## src/rtl/fifo_burst_reader.sv

```systemverilog
// fifo_burst_reader: drains a show-ahead FIFO in arbitrated bursts.
// Define FLUSH_TIMEOUT_EN to flush partial bursts after an idle timeout.
module fifo_burst_reader #(
   parameter int DATA_DEPTH = 256,
   parameter int W_DATA     = 64,
   parameter int W_COUNT    = 8,
   parameter int BURST_LEN  = 16,
   parameter int W_BURST    = 5,
   parameter int TIMEOUT    = 255,
   parameter int W_TIMER    = 8
) (
   input  logic               clk,
   input  logic               rst,
   input  logic [W_DATA-1:0]  fifo_rd_data,
   input  logic [W_COUNT-1:0] fifo_words_used,
   input  logic               fifo_is_empty,
   input  logic               fifo_is_full,
   output logic               fifo_rd_en,
   output logic               req,
   input  logic               gnt,
   output logic [W_BURST-1:0] out_len,
   output logic [W_DATA-1:0]  out_data,
   output logic               out_valid,
   input  logic               out_ready,
   output logic               out_sop,
   output logic               out_eop
);

   typedef enum logic [1:0] {
      S_IDLE,
      S_REQ,
      S_XFER
   } state_t;

   localparam logic [W_COUNT:0] DEPTH_C =
      (W_COUNT+1)'(DATA_DEPTH);
   localparam logic [W_COUNT:0] BURST_C =
      (W_COUNT+1)'(BURST_LEN);
   localparam logic [W_BURST-1:0] BURST_B =
      W_BURST'(BURST_LEN);
   localparam logic [W_BURST-1:0] ONE_B =
      W_BURST'(1);

   state_t               state;
   state_t               state_nxt;
   logic [W_BURST-1:0]   beat_cnt;
   logic [W_BURST-1:0]   beat_nxt;
   logic [W_BURST-1:0]   len_nxt;
   logic [W_COUNT:0]     occ;
   logic                 flush;
   logic                 last_beat;

   // usedw wraps to 0 at full, so full overrides it
   assign occ = fifo_is_full ? DEPTH_C
                             : {1'b0, fifo_words_used};

   assign last_beat = (beat_cnt == out_len - ONE_B);

`ifdef FLUSH_TIMEOUT_EN
   localparam logic [W_TIMER-1:0] TIMEOUT_C =
      W_TIMER'(TIMEOUT);

   logic [W_TIMER-1:0] timer;

   // Count quiet idle cycles holding a partial burst
   always_ff @(posedge clk or negedge rst) begin
      if (!rst) begin
         timer <= '0;
      end else if (state != S_IDLE ||
                   state_nxt != S_IDLE ||
                   fifo_is_empty) begin
         timer <= '0;
      end else if (occ < BURST_C &&
                   timer != TIMEOUT_C) begin
         timer <= timer + W_TIMER'(1);
      end
   end

   assign flush = (timer == TIMEOUT_C) && !fifo_is_empty;
`else
   // Timer compiled out; sizing parameters stay referenced
   logic unused_cfg;
   assign unused_cfg = ^{32'(TIMEOUT), 32'(W_TIMER)};
   assign flush = 1'b0;
`endif

   // Next state, burst bookkeeping and stream outputs
   always_comb begin
      state_nxt  = state;
      len_nxt    = out_len;
      beat_nxt   = beat_cnt;
      out_valid  = 1'b0;
      out_sop    = 1'b0;
      out_eop    = 1'b0;
      fifo_rd_en = 1'b0;
      out_data   = fifo_rd_data;
      unique case (state)
         S_IDLE: begin
            if (occ >= BURST_C) begin
               len_nxt   = BURST_B;
               state_nxt = S_REQ;
            end else if (flush) begin
               len_nxt   = W_BURST'(occ);
               state_nxt = S_REQ;
            end
         end
         S_REQ: begin
            if (gnt) begin
               beat_nxt  = '0;
               state_nxt = S_XFER;
            end
         end
         S_XFER: begin
            out_valid  = !fifo_is_empty;
            out_sop    = out_valid && (beat_cnt == '0);
            out_eop    = out_valid && last_beat;
            fifo_rd_en = out_valid && out_ready;
            if (fifo_rd_en) begin
               if (last_beat) begin
                  state_nxt = S_IDLE;
               end else begin
                  beat_nxt = beat_cnt + ONE_B;
               end
            end
         end
         default: state_nxt = S_IDLE;
      endcase
   end

   // State, latched length, beat count and registered req
   always_ff @(posedge clk or negedge rst) begin
      if (!rst) begin
         state    <= S_IDLE;
         out_len  <= '0;
         beat_cnt <= '0;
         req      <= 1'b0;
      end else begin
         state    <= state_nxt;
         out_len  <= len_nxt;
         beat_cnt <= beat_nxt;
         req      <= (state_nxt == S_REQ);
      end
   end

endmodule

```

## config.mk

```make
export PLATFORM = sky130hd
export DESIGN_NAME = fifo_burst_reader
export DESIGN_NICKNAME = d
export VERILOG_FILES = /design/src/rtl/fifo_burst_reader.sv
export SDC_FILE = /design/constraint.sdc
export NUM_CORES = 1
export LEC_CHECK = 0
export BUFFER_PORTS_ARGS = -buffer_cell sky130_fd_sc_hd__clkbuf_2
export CAP_MARGIN = 10
export CORE_MARGIN = 4
export CORE_UTILIZATION = 30
export DETAILED_ROUTE_END_ITERATION = 8
export HOLD_SLACK_MARGIN = 0.02
export PLACE_DENSITY_LB_ADDON = 0.2
export SLEW_MARGIN = 20
export SYNTH_ARGS = -nofsm -noshare
export SYNTH_HDL_FRONTEND = slang
export SYNTH_SLANG_ARGS = --single-unit
```

## constraint.sdc

```tcl
create_clock -name clk -period 1.45 [get_ports clk]
set_input_delay 0.29 -clock clk [delete_from_list [all_inputs] [get_ports clk]]
set_output_delay 0.29 -clock clk [all_outputs]
set_load 0.02 [all_outputs]
```

==> results.toml <==
[timing]
drv_slew = 0
period_needed_ns = 1.60
finalCritPeriodShare = 1.10
setup_viol = 2
rsz0062_at_grt = "yes"
fin_ws_ns = -0.145
timing.fmax_mhz = 627
tns_ns = -0.289
skew_ns = 0.000619
hold_viol = 0

[clock_tree]
cts_sinks = 9
h-tree-depth = 1
clockBufferDepth = 2
cts_tree = "built"
clockRootBuffer = "clkbuf_4"
clkTransAtPathRegs_ns = 0.06
numCtsBuffers = 3
clock_latency_ns = 0.25

[finish]
final_core_util = 0.278
area_growth_pct = -10.8
antennaDiodeCount = 0
layout_commonest_cell = "clkbuf_2"
fillCellCount = 383
drive_gt1_frac = 0.583
fin_nets = 165
final_cell_mix = "clkbuf_2 (12), buf_4 (11), dfrtp_1 (8), conb_1 (4)"

[critical_path]
end_kind = "primary output"
reg2reg_to = "beat_cnt[0]"
r2r_start = "state[1]"
worstPathArrival_ns = 1.31
slowest_stage = "dfrtp_1"
crit_fanout = 2
reg2reg_depth = 6
cp_cell_sequence = "buf_6, inv_4, ha_4, and4b_2, buf_8"
worst_ep_required_time_ns = 1.16
startpoint_type = "flip-flop"
worst_path_largest_cell_delay_ns = 0.42
rrSetupSlack_ns = 0.07
timing_worst_setup_path_type = "reg -> out"

[floorplanning]
ios = 152
num_rows = 21
die_x_um = 66.9
fp.dieH_um = 66.9
die_area_mm2 = 0.00448
core_area_mm2 = 0.00334
start_util = 0.312

[place]
place.detailed.hpwl_um = 1770
pre_cts_slack_ns = -0.0309
finalWeightedCongestion = 0.720
portBuffers = 15

[global_route]
grt_pass1_wl_um = 3130
grt_max_degree = 10
grt_usage = 0.0949
overflow = 0
antenna_found_initial = 0
grt_pass1_vias = 599

[flow_run]
drv_cap = 0

[drt]
ant_nets = 0
via_per_inst = 4.37
drt_iter0_markers = 38
post_drt_wl_per_cell_um = 16.3
drc = 0
num_vias = 568
routed_wl_um = 2120
first_pass_iters = 2

[logic_synthesis]
syn_area_per_cell_um2 = 9.05
ys_seq_elements = 9
yosys.cell_types.count = 31
synth.yosys.seq_area_share = 0.216
syn-cell-area_mm2 = 0.00104
yosysWarnings = 0
synth_cells = 115

[outcome]
status = "finished with violations"
violations = "setup timing"

[worst_hold_path]
hold_path_depth = 2
min_to = "req"
min_from = "gnt"
hp-class = "in -> reg"

[power]
peakVddDrop_mv = 0.252
p_leak_nw = 0.405
power_mw = 1.18
powerDensity_mw_per_mm2 = 1270
-- per-stage QoR --
step	area, um^2	std cells	hold WS [ns]
after floorplan	1070	118	-0.00559
after global placement	742	118	0.174
after detailed placement	742	118	0.170
after CTS	910	128	0.254
after global routing	928	130	0.273
final	928	130	0.257
-- report_power, final --
part | total [mW] | switching [mW] | internal, mW
clock | 0.195 | 0.0894 | 0.106
sequential | 0.366 | 0.0522 | 0.314
combinational | 0.615 | 0.268 | 0.346
-- state kept, by name, indices dropped and copies added (netlist names) --
signal    flops
out_len       1
req           1
beat_cnt      5
state         2
-- synth_stat cells, drive strengths merged --
| cell | instances | area, um^2 |
|---|---|---|
| a211oi | 2 | 15.0 |
| a21oi | 2 | 10.0 |
| a22o | 1 | 8.76 |
| a311oi | 1 | 15.0 |
| and3 | 1 | 6.26 |
| and3b | 1 | 10.0 |
| and4b | 1 | 10.0 |
| buf | 68 | 510 |
| conb | 1 | 3.75 |
| dfrtp | 9 | 225 |
| ha | 2 | 25.0 |
| inv | 3 | 11.3 |
| mux2 | 1 | 11.3 |
| mux2i | 1 | 10.0 |
| nand2 | 1 | 3.75 |
| nand2b | 2 | 12.5 |
| nand3 | 1 | 17.5 |
| nand3b | 1 | 7.51 |
| nand4bb | 1 | 27.5 |
| nor2 | 3 | 11.3 |
| nor3 | 1 | 5.00 |
| nor4 | 1 | 6.26 |
| nor4b | 1 | 8.76 |
| o211ai | 1 | 7.51 |
| o21a | 1 | 7.51 |
| o21ai | 3 | 15.0 |
| o32ai | 1 | 16.3 |
| or3 | 1 | 6.26 |
| or4 | 1 | 7.51 |
| xnor2 | 1 | 8.76 |
-- worst max path at each step --
stage,end,from,slack (ns),cells past startpoint
6_report,out_sop,beat_cnt[0],-0.15,5
5_1_grt,out_eop,beat_cnt[1],-0.23,4
4_1_cts,out_sop,beat_cnt[1],-0.17,5
3_5_place_dp,out_eop,beat_cnt[1],-0.03,4
3_3_place_gp,out_eop,beat_cnt[1],0.007,4
2_1_floorplan,out_eop,beat_cnt[0],-0.04,3
-- layer usage --
layer	GRT usage	vias up	part of all wire
met4	0.0810	0	0.061
met1	0.0880	243	0.29
li1	-	251	-
met3	0.0523	20	0.17
met2	0.150	54	0.48
met5	0	-	0
-- cell type report --
| type | count | area (um^2) | area share |
|---|---|---|---|
| Tap cell | 46 | 57.6 | 0.0620 |
| Multi-Input combinational cell | 38 | 369 | 0.398 |
| Clock buffer | 4 | 26.3 | 0.0283 |
| Timing Repair Buffer | 30 | 230 | 0.248 |
| Sequential cell | 9 | 226 | 0.244 |
| Inverter | 3 | 18.8 | 0.0202 |
-- repair_timing --
action	in CTS	in global routing
hold buffers	1	0
endpoints found under the hold margin	9	0
setup buffers	6	2
endpoints found under the setup margin	4	5
gates cloned	0	0
pin swaps	4	2
resized for setup	22	3
-- critical path, delay by kind of cell, from the launching register on --
kind	cells	cell delay [ns]
flops	1	0.42
buf+inv	3	0.30
simple gates	1	0.22
fa+ha+maj	1	0.12
-- kinds of logic (layout without fill, tap and decap cells) --
logic type,after synthesis,after routing,share of synthesized area
compound gates,12,12,0.0913
xor+xnor,1,1,0.00841
fa+ha+maj,2,2,0.0240
buf+inv,71,37,0.501
flops,9,9,0.216
mux,2,2,0.0204
other cells,1,4,0.00360
simple gates,17,17,0.135
(Power assumes the default switching activity.)
